$ cat src/rtl/irq_timer_pkg.sv
// Shared definitions for the reload timer: register offsets from the
// timer base address, TCON bit positions, and the register select codes
// produced by the address decoder.
package irq_timer_pkg;

    localparam logic [31:0] TH_OFS   = 32'h0000_0000;
    localparam logic [31:0] TL_OFS   = 32'h0000_0004;
    localparam logic [31:0] TCON_OFS = 32'h0000_0008;

    localparam int TCON_EN = 0;
    localparam int TCON_IE = 1;
    localparam int TCON_ST = 2;

    typedef enum logic [1:0] {
        SEL_NONE = 2'd0,
        SEL_TH   = 2'd1,
        SEL_TL   = 2'd2,
        SEL_TCON = 2'd3
    } regSel_t;

endpackage

$ cat src/rtl/irq_timer.sv
// Memory-mapped reload timer on the MEM-stage data bus. TL counts up
// every cycle while enabled and reloads from TH when it passes all-ones;
// that overflow latches the interrupt status, which stays up until
// software clears TCON.
module irq_timer
    import irq_timer_pkg::*;
#(
    parameter logic [31:0] BASE_ADDR = 32'h4000_0000,
    parameter int          WIDTH     = 32
) (
    input  logic             clk,
    input  logic             reset,
    input  logic             MemRead,
    input  logic             MemWrite,
    input  logic [31:0]      Addr,
    input  logic [WIDTH-1:0] WriteData,
    output logic [WIDTH-1:0] ReadData,
    output logic             Hit,
    output logic             IRQ
);

    logic [WIDTH-1:0] th;
    logic [WIDTH-1:0] tl;
    logic [2:0]       tcon;

    logic [WIDTH-1:0] tlNext;
    logic [2:0]       tconNext;

    regSel_t sel;
    logic    wrTh;
    logic    wrTl;
    logic    wrTcon;
    logic    overflow;

    // Exact word-aligned match on the three register addresses
    always_comb begin
        sel = SEL_NONE;
        if (Addr[1:0] == 2'b00) begin
            if (Addr == BASE_ADDR + TH_OFS)
                sel = SEL_TH;
            else if (Addr == BASE_ADDR + TL_OFS)
                sel = SEL_TL;
            else if (Addr == BASE_ADDR + TCON_OFS)
                sel = SEL_TCON;
        end
    end

    assign Hit      = (sel != SEL_NONE);
    assign wrTh     = MemWrite && (sel == SEL_TH);
    assign wrTl     = MemWrite && (sel == SEL_TL);
    assign wrTcon   = MemWrite && (sel == SEL_TCON);
    assign overflow = tcon[TCON_EN] && (tl == {WIDTH{1'b1}});
    assign IRQ      = tcon[TCON_IE] && tcon[TCON_ST];

    // Next TL/TCON: a TL store beats both reload and increment, and an
    // overflow seen with the old interrupt enable sets status even if the
    // same store tries to clear it, so no interrupt is dropped
    always_comb begin
        tlNext = tl;
        if (wrTl)
            tlNext = WriteData;
        else if (overflow)
            tlNext = th;
        else if (tcon[TCON_EN])
            tlNext = tl + {{(WIDTH-1){1'b0}}, 1'b1};

        tconNext = tcon;
        if (wrTcon)
            tconNext = WriteData[2:0];
        if (overflow && !wrTl && tcon[TCON_IE])
            tconNext[TCON_ST] = 1'b1;
    end

    // Register update; reset wins over any store in the same cycle
    always_ff @(posedge clk) begin
        if (reset) begin
            th   <= '0;
            tl   <= '0;
            tcon <= '0;
        end else begin
            if (wrTh)
                th <= WriteData;
            tl   <= tlNext;
            tcon <= tconNext;
        end
    end

    // Load data mux; zero whenever the access is not a read of this block
    always_comb begin
        ReadData = '0;
        if (MemRead) begin
            case (sel)
                SEL_TH:   ReadData = th;
                SEL_TL:   ReadData = tl;
                SEL_TCON: ReadData = {{(WIDTH-3){1'b0}}, tcon};
                default:  ReadData = '0;
            endcase
        end
    end

endmodule

$ cat config.mk
export PLATFORM = sky130hd
export DESIGN_NAME = irq_timer
export DESIGN_NICKNAME = d
export VERILOG_FILES = /design/src/rtl/irq_timer_pkg.sv /design/src/rtl/irq_timer.sv
export SDC_FILE = /design/constraint.sdc
export NUM_CORES = 1
export LEC_CHECK = 0
export ABC_AREA = 1
export BUFFER_PORTS_ARGS = -buffer_cell sky130_fd_sc_hd__clkbuf_2
export CORE_MARGIN = 4
export CORE_UTILIZATION = 51
export CTS_CLUSTER_DIAMETER = 100
export DETAILED_ROUTE_END_ITERATION = 6
export PLACE_DENSITY = 0.82
export SLEW_MARGIN = 30
export SYNTH_ARGS = -nofsm -noshare
export SYNTH_HDL_FRONTEND = slang
export SYNTH_SLANG_ARGS = --single-unit
$ cat constraint.sdc
create_clock -name clk -period 1.6 [get_ports clk]
set_input_delay 0 -clock clk [delete_from_list [all_inputs] [get_ports clk]]
set_output_delay 0 -clock clk [all_outputs]
set_load 0.01 [all_outputs]
== Word-level counts from Yosys, hierarchy flattened ==
Index checks and enable logic that the tools add are counted.
W data, S select, Z words.
Word-level totals
  RAM bits: 0
  bits in latches: 0
  bits in read-only memories: 0
  flip-flop bits (word level): 67
  memories kept: 0
  logic and storage cells: 35
Operators by class
  eq/ne operators: 7
  add/sub/neg operators: 1
  bitwise gates (word level): 0
  shift-type cells: 0
  order comparisons: 0
  reductions and logical operators: 12
  multiplexer cells: 11
  multipliers: 0
  div/mod/pow operators: 0
Operators with widths (number)
  $mux W32: 4
  $eq A32 B31 Y1 const B: 3
  $pmux W32 S3: 1
  $add A32 B1 Y32 const B: 1
  $eq A32 B32 Y1 const B: 1
  $mux W2: 4
  $logic_and A1 B1 Y1: 7
  $eq A2 B2 Y1 const B: 2
  $reduce_bool A2 Y1: 2
  $mux W3: 1
  $reduce_bool A3 Y1: 1
  $eq A2 B1 Y1 const B: 1
  $logic_not A2 Y1: 1
  $logic_not A1 Y1: 1
  $mux W1: 1

== Logic depth before layout (Yosys ltp) ==
Gate-level depths: netlist of the first run.
  word-level depth: 11
  gate-level depth with buffers: 13
  depth with buffers taken out: 12

== Worst setup path before layout of the first run ==
Ideal clock, no wire load.
  path kind: register to register
  start point: reg tl[0]
  end point: reg tl[31]
  path buffers: 0
  stages on the path, launching flop included: 11
  setup time: 135 ps
  path slack: -63 ps
  required time: 1465 ps
  data arrival time: 1528 ps
  cell sequence: dfxtp_1 > ha_1 > nand2_1 > nor2_2 > nand3_2 > nor2_4 > nand3_4 > clkinv_2 > nand2_1 > nand3_1 > a21oi_1
Between the ends
  longest elaborated chain between the ends: 4
  elaborated cells between the ends (all ways): 7
Ends and longest elaborated chain
  start: declaration: RTL line irq_timer.sv:23  | logic [WIDTH-1:0] tl;
  start signal: assignment: RTL line irq_timer.sv:83  | tl <= tlNext;
  $add A32 B1 Y32 / $eq A32 B32 Y1 (equally long branches): RTL line irq_timer.sv:65, irq_timer.sv:52
  $mux W32 / $logic_and A1 B1 Y1 (equally long branches): RTL line irq_timer.sv:64, irq_timer.sv:52
  $mux W32: RTL line irq_timer.sv:62  | else if (overflow)
  $mux W32: RTL line irq_timer.sv:60  | if (wrTl)
Several ways; a longest one is shown, not always the timed one. The select of a mux whose other input is x is not followed.
A chain may end at the register's enable or synchronous reset.

== Final worst setup path of the first run ==
  start point: reg tl[9]
  end point: reg tl[5]
Between the ends
  longest elaborated chain between the ends: 4
  elaborated cells between the ends (all ways): 5
Ends and longest elaborated chain
  $eq A32 B32 Y1 (*): RTL line irq_timer.sv:52  | assign overflow = tcon[TCON_EN] && (tl == {WIDTH{1'b1}});
  $logic_and A1 B1 Y1 (*): RTL line irq_timer.sv:52
  $mux W32: RTL line irq_timer.sv:62
  $mux W32: RTL line irq_timer.sv:60
Every way passes the cells marked *; elsewhere a longest branch is shown, timed or not.

==> results of run 1 <==
-- sequential cells by signal (all words and copies together), names as in the netlist --
name	count
tcon	3
th	32
tl	32
-- critical path: cells and delay by family (launching register included) --
kind	cells	cell delay [ns]
buffers and inverters	2	0.19
flip-flops	1	0.36
AND/OR/NAND/NOR	10	1.06
-- cell type report --
cell class                 instances  area (um^2)
sequential                        67         1361
tap                              133        166.4
inverter                          73        281.5
timing repair buffer             212         1509
multi-input combinational        693         3392
clock buffer                       9        123.9
fill                             825         2781
clock inverter                     7        68.82
-- cells by family (layout without fill, tap and decap cells) --
family,count (synthesis),after routing
flip-flops,67,67
XOR/XNOR,13,13
AND/OR/NAND/NOR,576,577
buffers and inverters,116,301
adder cells (fa/ha/maj),1,1
AO/OA/AOI/OAI,102,102
-- worst paths after layout --
check                           from                   end  slack (ns)  cells past startpoint
setup / recovery  tl[9]$_SDFFE_PP0P_    tl[5]$_SDFFE_PP0P_       -0.11                     12
hold / removal              MemWrite  tcon[1]$_SDFFE_PP0P_        0.14                      3
setup reg to reg  tl[9]$_SDFFE_PP0P_    tl[5]$_SDFFE_PP0P_       -0.11                     12
hold reg to reg   th[3]$_SDFFE_PP0P_    th[3]$_SDFFE_PP0P_        0.50                      2
-- Yosys cell counts, types with 13 or more instances --
| cell type | instances | area share, % |
|---|---|---|
| sky130_fd_sc_hd__nand4_1 | 22 | 2.7 |
| sky130_fd_sc_hd__inv_1 | 68 | 5.1 |
| sky130_fd_sc_hd__nor2_1 | 164 | 12 |
| sky130_fd_sc_hd__a21oi_2 | 13 | 2.3 |
| sky130_fd_sc_hd__dfxtp_1 | 67 | 27 |
| sky130_fd_sc_hd__nand3_1 | 82 | 8.1 |
| sky130_fd_sc_hd__buf_2 | 16 | 1.6 |
| sky130_fd_sc_hd__a21oi_1 | 45 | 4.5 |
| sky130_fd_sc_hd__clkbuf_1 | 17 | 1.3 |
| sky130_fd_sc_hd__nand2_1 | 273 | 20 |
| sky130_fd_sc_hd__o21ai_0 | 36 | 3.6 |
-- where the power goes --
group / leakage (uW) / internal, uW / switching (uW)
clock: 0.0000950 / 714 / 719
combinational: 0.00216 / 138 / 125
sequential: 0.000547 / 1660 / 0.000000458
total: 0.00281 / 2520 / 844
-- metal layers --
layer | share of wire, % | global-route usage (%) | vias up | wire length, um
met5 | 0 | 0 | - | 0
met4 | 3.0 | 10.82 | 0 | 524
met3 | 10 | 5.819 | 55 | 1751
met2 | 47 | 52.06 | 380 | 8129
met1 | 40 | 37.95 | 2859 | 7024
li1 | - | - | 3146 | -
-- stage by stage --
stage          utilization [%]  cells  TNS [ns]
2_1_floorplan                -    875         0
3_3_place_gp             63.35   1142   -0.4774
4_1_cts                  69.65   1193   -0.1797
5_1_grt                  71.28   1194    -5.017
6_report                 71.28   1194    -1.924
3_5_place_dp             63.35   1142    -1.196
-- repair_timing --
item | CTS | global route
setup buffers | 2 | 1
hold endpoints to repair | 53 | 0
resized for setup | 24 | 48
cloned | 1 | 0
pin swaps | 12 | 18
endpoints found under the setup margin | 30 | 65
hold buffers | 32 | 0
==> summary by stage, run 1 <==
Run status
The run finished, with violations left. The checks that failed: negative setup slack.

Timing
Setup repair after global routing could not meet its margin everywhere. At the pin with the least slew margin, the transition time is 0.6723 ns. In the post-route analysis, the smallest setup slack over all paths is -0.1103 ns. In the finished design, the share of the clock period the worst path needs comes to 106.9%. Based on the critical path, the design can be clocked at up to 0.5847 GHz. The final setup violation count is 33. The worst path in the final design needs a cycle of 1.710 ns, including I/O delays and setup. The max-slew headroom at the worst pin is 55.08%. The number of hold violations in the final report is 0. The worst hold slack is 0.1389 ns. The max-slew violation count is 0. The clock tree skew after final layout is 0.01337 ns.

Detailed routing
The detailed router's first-iteration violation count is 520. In the final routed layout, each cell accounts on average for 14.60 um. The final route contains 6,440 vias. In this run the remaining antenna-violating nets after routing total 0.

The routed design has 17,430 um of wire. The number of design rule violations left after detail routing is 0. The first-pass iteration count of the detailed router is 5. The via density per instance is 5.394.

Synth
Summing the areas of all xor and xnor instances in the mapped netlist gives 2.258% of the synthesized area. The sequential share of the synthesized area is 26.59%. Synthesis produced 875 cells. The number of different library cells used by synthesis comes to 33.

The synthesized design contains 0 enable-type register cells. The synthesized flop and latch total is 67. During synthesis, Yosys emitted a total of 0 warnings. After synthesis, the largest family of logic cells by area is simple AND/OR/NAND/NOR gates. The share of flip-flops with an asynchronous set or reset after synthesis is 0%. After Yosys synthesis, and, or, nand and nor cells account for 49.14% of the synthesized area. The compound-cell area share of the yosys netlist is 11.66%. After synthesis, the share of cell area in mux cells is 0%. The net count after synthesis is 944. The adder-cell area share of the yosys netlist is 0.2481%.

In the synthesized netlist the dominant register cell turns out to be sky130_fd_sc_hd__dfxtp_1. The summed instance area of the synthesized netlist is 5044 um^2. The synthesized area divided by synthesized cell count is 5.764 um^2.

Flow run
Max-cap violations in this run came to 0.

Cells and area
The most common cell after layout, fill and taps aside is sky130_fd_sc_hd__nand2_1. The library cells used most frequently in the layout, excluding fill and tap cells, are 261 x sky130_fd_sc_hd__nand2_1, 146 x sky130_fd_sc_hd__nor2_1, 101 x sky130_fd_sc_hd__clkbuf_2, 78 x sky130_fd_sc_hd__nand3_1, 69 x sky130_fd_sc_hd__buf_4. The area growth from synthesis to layout is 36.86%.

The final instance area is 6903 um^2. The fraction of layout cells with a size suffix above 1 is 28.18%. In the final design database the tool counted 1,125 nets. 0 antenna diodes ended up in the layout.

CTS
The depth of the CTS H-tree is 3. At the later pin of the worst-skew pair, clock insertion delay measures 0.36 ns. The TritonCTS clock tree is built. Counting the buffers created by CTS gives 9. The clock transition at the registers of the reported paths is 0.08 ns. CTS placed an instance of sky130_fd_sc_hd__clkbuf_8 at the clock tree root. Counting along the longest clock path gives a buffer depth of 2. The TritonCTS sink count is 67.

Place
The port buffer count is 101. OpenSTA, run right after detailed placement, puts the worst setup slack at -0.1087 ns. The placer congestion estimate is 0.9819. Once placement finished, the instance area stood at 6135 um^2.

After legalization and detailed placement, the total HPWL measured 12,420 um.

Power and ir drop
The leakage power total is 0.002805 uW. The power density over the cells is 486.7 nW/um^2. The completed layout was analyzed and its total power is 3360 uW.

The worst-case IR drop observed on VDD is 0.3652 mV.

GRT
The pin count of the biggest net entering global routing is 34. Summed over all layers, the global routing overflow is 0. The initial antenna violation count is 0. The first-pass GRT wire length is 28,610 um.

The via count of the first global-routing pass came to 6,223. Global routing used 30.38% of the available tracks.

Die
The number of rows created at floorplan is 36. The initial core utilization is 52.08%. The vertical die dimension is 107.4 um. From left edge to right edge, the die measures 107.4 um. The total die area is 11,540 um^2. The core area is 9684 um^2. The number of primary I/O pins is 102.

Critical path
The data arrival time of the worst path is 1.96 ns. The most numerous cell type found on the critical path is sky130_fd_sc_hd__nand2_1. The critical path goes through nand2_1 -> nor2_4 -> nand2_1 -> nor2_4 -> nand3_2 -> buf_12 -> nand2_2 -> nand2_1 -> nand2_1 -> nand3_1 -> nand2_1 -> inv_1.

The maximum fanout count along the critical path is 12. The category of the worst setup path launch point is a flip-flop. By startpoint and endpoint, the worst setup path is classified as reg2reg. The data required time of the worst path is 1.85 ns. STA classifies the critical path endpoint as a flip-flop. The slowest stage cell on the critical path is sky130_fd_sc_hd__dfxtp_2. In this design, the stage delay of the slowest critical-path cell is 0.36 ns.

Worst hold path
The class of the most critical hold timing path is in2reg.
No activity file was read; power rests on OpenSTA's default activity.
==> inputs of run 2 (changes only) <==
--- a/config.mk
+++ b/config.mk
@@ -8,10 +8,11 @@
 export ABC_AREA = 1
 export BUFFER_PORTS_ARGS = -buffer_cell sky130_fd_sc_hd__clkbuf_2
 export CORE_MARGIN = 4
-export CORE_UTILIZATION = 51
+export CORE_UTILIZATION = 25
 export CTS_CLUSTER_DIAMETER = 100
+export CTS_CLUSTER_SIZE = 30
 export DETAILED_ROUTE_END_ITERATION = 6
-export PLACE_DENSITY = 0.82
+export PLACE_DENSITY = 0.48
 export SLEW_MARGIN = 30
 export SYNTH_ARGS = -nofsm -noshare
 export SYNTH_HDL_FRONTEND = slang
==> summary by stage, run 2 (synthesis results as in run 1) <==
Run status
The flow ran to the end, but the final reports show violations. The checks that failed: design-rule violations, negative setup slack.

Power and ir drop
The highest ir drop seen on vdd is 0.3430 mV. In this run the power density over the cells is 505.0 nW/um^2. The leakage power total is 0.002987 uW.

Detailed routing
Dividing the detail-routed wire length by the instance count gives 14.46 um. The detailed router's first-iteration violation count is 344. The number of design rule violations left after detail routing is 2. The final route contains 6,161 vias. The final antenna-violating net count is 0. The via density per instance is 4.577.

The aggregate routed wire length is 19,460 um. The first-pass iteration count of the detailed router is 7.

GRT
The total overflow reported by the global router is 0. The initial antenna violation count came to 0. The overall fraction of global-route tracks in use is 17.91%. The via count of the first global-routing pass was 6,098. The first global-routing pass estimated 32,040 um of wire.

The pin count of the biggest net entering global routing is 38.

Worst hold path
The endpoint of the worst hold path is tl[3]$_SDFFE_PP0P_. The worst hold path depth is 3. The hold path startpoint is reset. In this run the worst hold path is classified as in2reg.

Timing
The fmax is 0.6049 GHz. The share of the clock period used by the worst path is 103.3%. Counting I/O delays and the setup requirement, the final critical path takes 1.653 ns. The worst hold slack is 0.1811 ns. The clock tree skew after final layout is 0.007149 ns. In this run the tightest slew margin relative to its limit is 72.13%. The number of hold violations in the final report is 0.

Setup repair after global routing could not meet its margin everywhere. After layout, the worst setup slack is -0.05310 ns. Setup violations remaining at the end of the flow were counted as 16. The transition time of the tightest slew-check pin is 0.4181 ns.

The max-slew violation count came to 0.

Critical path
The terminus of the critical flop-to-flop path is tl[5]$_SDFFE_PP0P_. Among cell families on the critical path, the largest total delay comes from simple AND/OR/NAND/NOR gates. The most used cell along the critical path is sky130_fd_sc_hd__nand2_1.

The delay of the slowest cell on the worst path is 0.38 ns. STA classifies the critical path endpoint as a flip-flop. The category of the worst setup path launch point is a flip-flop. The maximum fanout count along the critical path is 5. The data arrival time of the worst path is 1.89 ns. The number of cell instances on the worst register-to-register path is 12. The reg2reg setup slack is -0.05 ns.

The signal on the critical path passes through nand2_1 -> nor2_2 -> nand2_1 -> nor2_4 -> nand3_4 -> buf_6 -> nand2_2 -> nand2_1 -> nand2_1 -> nand3_1 -> nand2_1 -> inv_1. Among all stages on the critical path, the largest delay is contributed by sky130_fd_sc_hd__dfxtp_2. The classification of the worst setup path is reg2reg. The critical path buffer and inverter count is 2.

At the worst endpoint, the required time is 1.84 ns. The source of the worst register-to-register timing path is tl[13]$_SDFFE_PP0P_.

Cells and area
In the layout the commonest cells are 254 x sky130_fd_sc_hd__nand2_1, 149 x sky130_fd_sc_hd__nor2_1, 101 x sky130_fd_sc_hd__clkbuf_2, 80 x sky130_fd_sc_hd__buf_4, 73 x sky130_fd_sc_hd__nand3_1. The final instance area is 7467 um^2. The number of antenna diodes in the final layout is 0. The net count of the finished layout is 1,146. The utilization of the core after routing is 37.99%. The layout overhead on the synthesized area is 48.05%.

The fraction of layout cells with a size suffix above 1 is 30.99%. In the final layout, the registers with the most flip-flops are th x32, tl x32, tcon x3. Leaving out fill and tap cells, the most frequent cell in the layout is sky130_fd_sc_hd__nand2_1.

Place
The worst-case setup slack after placement is -0.1369 ns. The placer congestion estimate is 0.9045. The detailed placement HPWL is 14,590 um. The port buffer count is 101. The post-detailed-placement cell area is 6452 um^2.

Die
The die is 150.0 um tall. From left edge to right edge, the die measures 150.0 um. The core area is 19,650 um^2. The number of primary I/O pins is 102. After floorplanning, the core was divided into 51 placement rows. The initial core utilization is 25.66%. The floorplan step defined a die boundary enclosing 22,510 um^2.

CTS
TritonCTS created 9 clock buffers. The tree built by TritonCTS fans out to 67 sinks. The clock network latency to the later pin of the worst-skew pair is 0.35 ns. The maximum buffer depth of the clock tree is 2. The clock tree root driver cell is sky130_fd_sc_hd__clkbuf_16. The clock transition at the registers of the reported paths is 0.06 ns.

TritonCTS built the clock tree. The depth of the CTS H-tree is 3.

Flow run
Across the run, the number of max-cap violations was 0.
## run 2: tightest hold or removal path, stage by stage
cell and delay (ns):
sky130_fd_sc_hd__clkbuf_2 0.09, sky130_fd_sc_hd__buf_4 0.26, sky130_fd_sc_hd__nor2_1 0.13
## run 2: layout make-up
type,instances,area [um^2]
fill,2211,12190
timing repair buffer,233,1730
tap,265,331.6
clock buffer,12,246.5
multi-input combinational,693,3497
inverter,73,286.5
clock inverter,3,15.01
sequential,67,1360
## run 2: power breakdown
part	leakage, uW	switching [uW]	internal, uW
clock network	0.000132	767	1080
registers	0.000547	0.000000481	1670
logic	0.00231	126	135
## run 2: through the flow
step / setup TNS (ns) / cells / power [uW]
after global placement: -1.210 / 1291 / 1905
after global routing: -3.781 / 1346 / 3938
final: -0.3775 / 1346 / 3771
after detailed placement: -2.293 / 1291 / 1904
after CTS: -0.3013 / 1342 / 3841
after floorplan: 0 / 875 / 1775
## run 2: routing by layer
metal | vias to the layer above | track usage [%] | routed length, um
met5 | - | 0 | 0
met1 | 2784 | 23.95 | 9160
li1 | 3194 | - | -
met4 | 0 | 4.986 | 252
met2 | 163 | 29.22 | 9013
met3 | 20 | 3.725 | 1034
## run 2: worst max-delay path by stage
stage / cells past startpoint / end / slack (ns) / start
floorplan: 10 / tl[31]$_SDFFE_PP0P_ / 0.004 / tl[1]$_SDFFE_PP0P_
global placement: 10 / tl[26]$_SDFFE_PP0P_ / -0.10 / tl[1]$_SDFFE_PP0P_
detailed placement: 10 / tl[31]$_SDFFE_PP0P_ / -0.14 / tl[1]$_SDFFE_PP0P_
CTS: 10 / tl[21]$_SDFFE_PP0P_ / -0.03 / tl[0]$_SDFFE_PP0P_
global route: 13 / tl[5]$_SDFFE_PP0P_ / -0.17 / tl[0]$_SDFFE_PP0P_
finish: 12 / tl[5]$_SDFFE_PP0P_ / -0.05 / tl[13]$_SDFFE_PP0P_
## run 2: what timing repair did
item	in CTS	in global routing
hold buffers	32	0
hold endpoints to repair	53	0
pin swaps	11	28
endpoints found under the setup margin	33	65
cloned	1	0
gates resized for setup	29	76
setup buffers	3	4
==> inputs of run 3 (changes only) <==
--- a/config.mk
+++ b/config.mk
@@ -9,6 +9,7 @@
 export BUFFER_PORTS_ARGS = -buffer_cell sky130_fd_sc_hd__clkbuf_2
 export CORE_MARGIN = 4
 export CORE_UTILIZATION = 25
+export CTS_BUF_LIST = sky130_fd_sc_hd__clkbuf_8
 export CTS_CLUSTER_DIAMETER = 100
 export CTS_CLUSTER_SIZE = 30
 export DETAILED_ROUTE_END_ITERATION = 6
==> summary by stage, run 3 (synthesis results as in run 1) <==
Timing
The transition time of the tightest slew-check pin is 0.4300 ns. The max-slew violation count is 0. The final worst slack is -0.02254 ns. Setup repair after global routing could not meet its margin everywhere. For the final database, setup skew stands at 0.01038 ns. The number of hold violations in the final report came to 0. The fmax is 0.6163 GHz. Setup violations remaining at the end of the flow were counted as 12. After layout, the worst path uses 101.4% of the clock period. The shortest period the worst path allows is 1.623 ns. Adding up every negative setup slack in the final design gives -0.1352 ns. Measured against its own limit, the worst slew margin works out to 71.33%.

Die
The initial core utilization is 25.66%. The die span in x is 150.0 um. The core area is 19,650 um^2.

The number of primary I/O pins is 102. The vertical die dimension is 150.0 um. The number of rows created at floorplan is 51. The total die area is 22,510 um^2.

CTS
The maximum buffer depth of the clock tree is 2. Clock latency on the worst-skew pair, taken at its later pin, is 0.36 ns. The TritonCTS sink count is 67.

After clock tree synthesis, the clock-pin slew on the worst setup and hold paths is 0.08 ns. The clock buffer count from CTS is 9. The TritonCTS clock tree is built. The depth of the CTS H-tree is 3. The cell sitting at the root of the clock tree is a sky130_fd_sc_hd__clkbuf_8.

GRT
The overall fraction of global-route tracks in use is 17.76%. The via count of the first global-routing pass is 6,089. For this run the aggregate overflow at the end of global routing stands at 0.

The first-pass GRT wire length is 31,890 um. The pin count of the biggest net entering global routing is 38. The initial antenna violation count was 0.

Detailed routing
The detail route stage leaves a number of antenna-violating nets equal to 0. After detailed routing, the number of vias per cell comes to 4.530. The detailed router finished its first iteration with 341 violations. The aggregate routed wire length is 19,290 um. The number of vias in the routed layout is 6,097. The number of design rule violations left after detail routing is 0.

The first-pass iteration count of the detailed router is 5. The average wire per standard cell is 14.33 um.

Power and ir drop
The clock network power share is 39.8%. The leakage power total is 0.002950 uW. Per report_power, the combinational group accounts for 8.2% of the total. The net load switching power is 823.6 uW. The power density over the cells is 440.1 nW/um^2. The share of total power dissipated in sequential elements is 52.0%. The highest ir drop seen on vdd is 0.2540 mV.

Net switching is 25.73% of the power. The internal power component is 2378 uW.

Critical path
In this run the critical register-to-register path is captured at tl[1]$_SDFFE_PP0P_. The critical path is of the reg2reg type. The critical path buffer and inverter count is 2. The largest single stage delay on the critical path is 0.37 ns. In this run the critical register-to-register path is launched from tl[10]$_SDFFE_PP0P_. The worst register-to-register path has a depth of 12. Among all stages on the critical path, the largest delay is contributed by sky130_fd_sc_hd__dfxtp_1. The data required time of the worst path is 1.87 ns. The critical path goes through nand2_1 -> nor2_4 -> nand2_1 -> nor2_4 -> nand3_2 -> buf_4 -> nand2_1 -> nand2_1 -> nand2_1 -> nand3_1 -> nand2_1 -> inv_1. The critical path endpoint category is a flip-flop. Tracing the worst setup path back leads to its startpoint at tl[10]$_SDFFE_PP0P_. The worst register-to-register path has a setup slack of -0.02 ns. Data on the critical path arrives at its endpoint at 1.89 ns.

Following the worst setup path forward leads to its endpoint at tl[1]$_SDFFE_PP0P_. The most used cell along the critical path is sky130_fd_sc_hd__nand2_1. Along the worst path, the maximum fanout reaches 4. The category of the worst setup path launch point is a flip-flop.

On the critical path the largest part of the delay comes from simple AND/OR/NAND/NOR gates. The depth of the critical timing path with buffers and inverters included is 12.

Place
Prior to clock tree synthesis, the placed netlist has a worst setup slack of -0.1369 ns. After detailed placement, the total cell area comes to 6452 um^2. Detailed placement ended at an HPWL of 14,590 um. The count of buffers added on input and output ports is 101. The placer congestion estimate is 0.9045.

Cells and area
The library cell used most frequently in the layout, excluding fill and tap cells, is sky130_fd_sc_hd__nand2_1. The fraction of layout cells with a size suffix above 1 is 29.79%. In the layout the commonest cells are 259 x sky130_fd_sc_hd__nand2_1, 151 x sky130_fd_sc_hd__nor2_1, 101 x sky130_fd_sc_hd__clkbuf_2, 87 x sky130_fd_sc_hd__buf_4, 73 x sky130_fd_sc_hd__nand3_1.

The area growth from synthesis to layout is 44.21%. The largest registers in the layout are th x32, tl x32, tcon x3. The final instance area is 7273 um^2. In the final design database the tool counted 1,146 nets.

After filler insertion, the fill cell instance count of the layout stands at 2,214. 0 antenna diodes ended up in the layout.

Worst hold path
The worst hold path belongs to the class in2reg.

Run status
The checks that failed: negative setup slack. The flow ran to the end, but the final reports show violations.

Flow run
The tool flagged a number of max-cap violations equal to 0.
[run 3: repair_timing]
action / 4_1_cts / 5_1_grt
endpoints found under the hold margin: 62 / 0
buffers inserted: 3 / 4
cloned: 1 / 0
setup endpoints to repair: 33 / 65
pin swaps: 10 / 22
resized for setup: 24 / 55
hold buffers: 32 / 0
[run 3: worst min-delay path by stage]
stage / depth (start not counted) / endpoint / from
4_1_cts: 3 / tl[13]$_SDFFE_PP0P_ / reset
5_1_grt: 3 / tl[24]$_SDFFE_PP0P_ / reset
3_5_place_dp: 3 / th[25]$_SDFFE_PP0P_ / WriteData[25]
6_report: 3 / tl[0]$_SDFFE_PP0P_ / reset
3_3_place_gp: 3 / th[27]$_SDFFE_PP0P_ / WriteData[27]
2_1_floorplan: 2 / ReadData[1] / MemRead
[run 3: power groups by stage]
| stage | clock, uW | sequential, uW | combinational, uW |
|---|---|---|---|
| after floorplan | 0 | 1700 | 70.1 |
| after global placement | 0 | 1700 | 200 |
| after detailed placement | 0 | 1700 | 199 |
| after CTS | 1330 | 1670 | 263 |
| after global routing | 1400 | 1670 | 291 |
| final | 1270 | 1670 | 261 |
[run 3: metrics by stage]
stage	total power [uW]	utilization (%)	instances	hold WS, ns
floorplan	1775	-	875	0.09606
global placement	1905	32.83	1291	0.2744
detailed placement	1904	32.83	1291	0.2774
CTS	3253	35.85	1342	0.1348
global route	3352	37.01	1346	0.1581
finish	3201	37.01	1346	0.1666
[run 3: worst reg2reg max path, stage by stage (launching register included)]
cell,delay [ns]
sky130_fd_sc_hd__dfxtp_1,0.37
sky130_fd_sc_hd__nand2_1,0.12
sky130_fd_sc_hd__nor2_4,0.16
sky130_fd_sc_hd__nand2_1,0.10
sky130_fd_sc_hd__nor2_4,0.18
sky130_fd_sc_hd__nand3_2,0.12
sky130_fd_sc_hd__buf_4,0.17
sky130_fd_sc_hd__nand2_1,0.06
sky130_fd_sc_hd__nand2_1,0.04
sky130_fd_sc_hd__nand2_1,0.06
sky130_fd_sc_hd__nand3_1,0.06
sky130_fd_sc_hd__nand2_1,0.06
sky130_fd_sc_hd__inv_1,0.04
[run 3: cell type report]
cell class	instances	area, um^2	area share, %
Multi-Input combinational cell	693	3432	47.19
Timing Repair Buffer	233	1704	23.43
Sequential cell	67	1359	18.68
Tap cell	265	331.6	4.559
Inverter	73	286.5	3.939
Clock buffer	10	137.6	1.892
Clock inverter	5	22.52	0.3097
[run 3: layer usage]
| layer | GRT usage [%] | part of all wire, % |
|---|---|---|
| met1 | 23.83 | 48 |
| met4 | 4.483 | 1.2 |
| met5 | 0 | 0 |
| met2 | 29.15 | 46 |
| met3 | 3.634 | 4.7 |
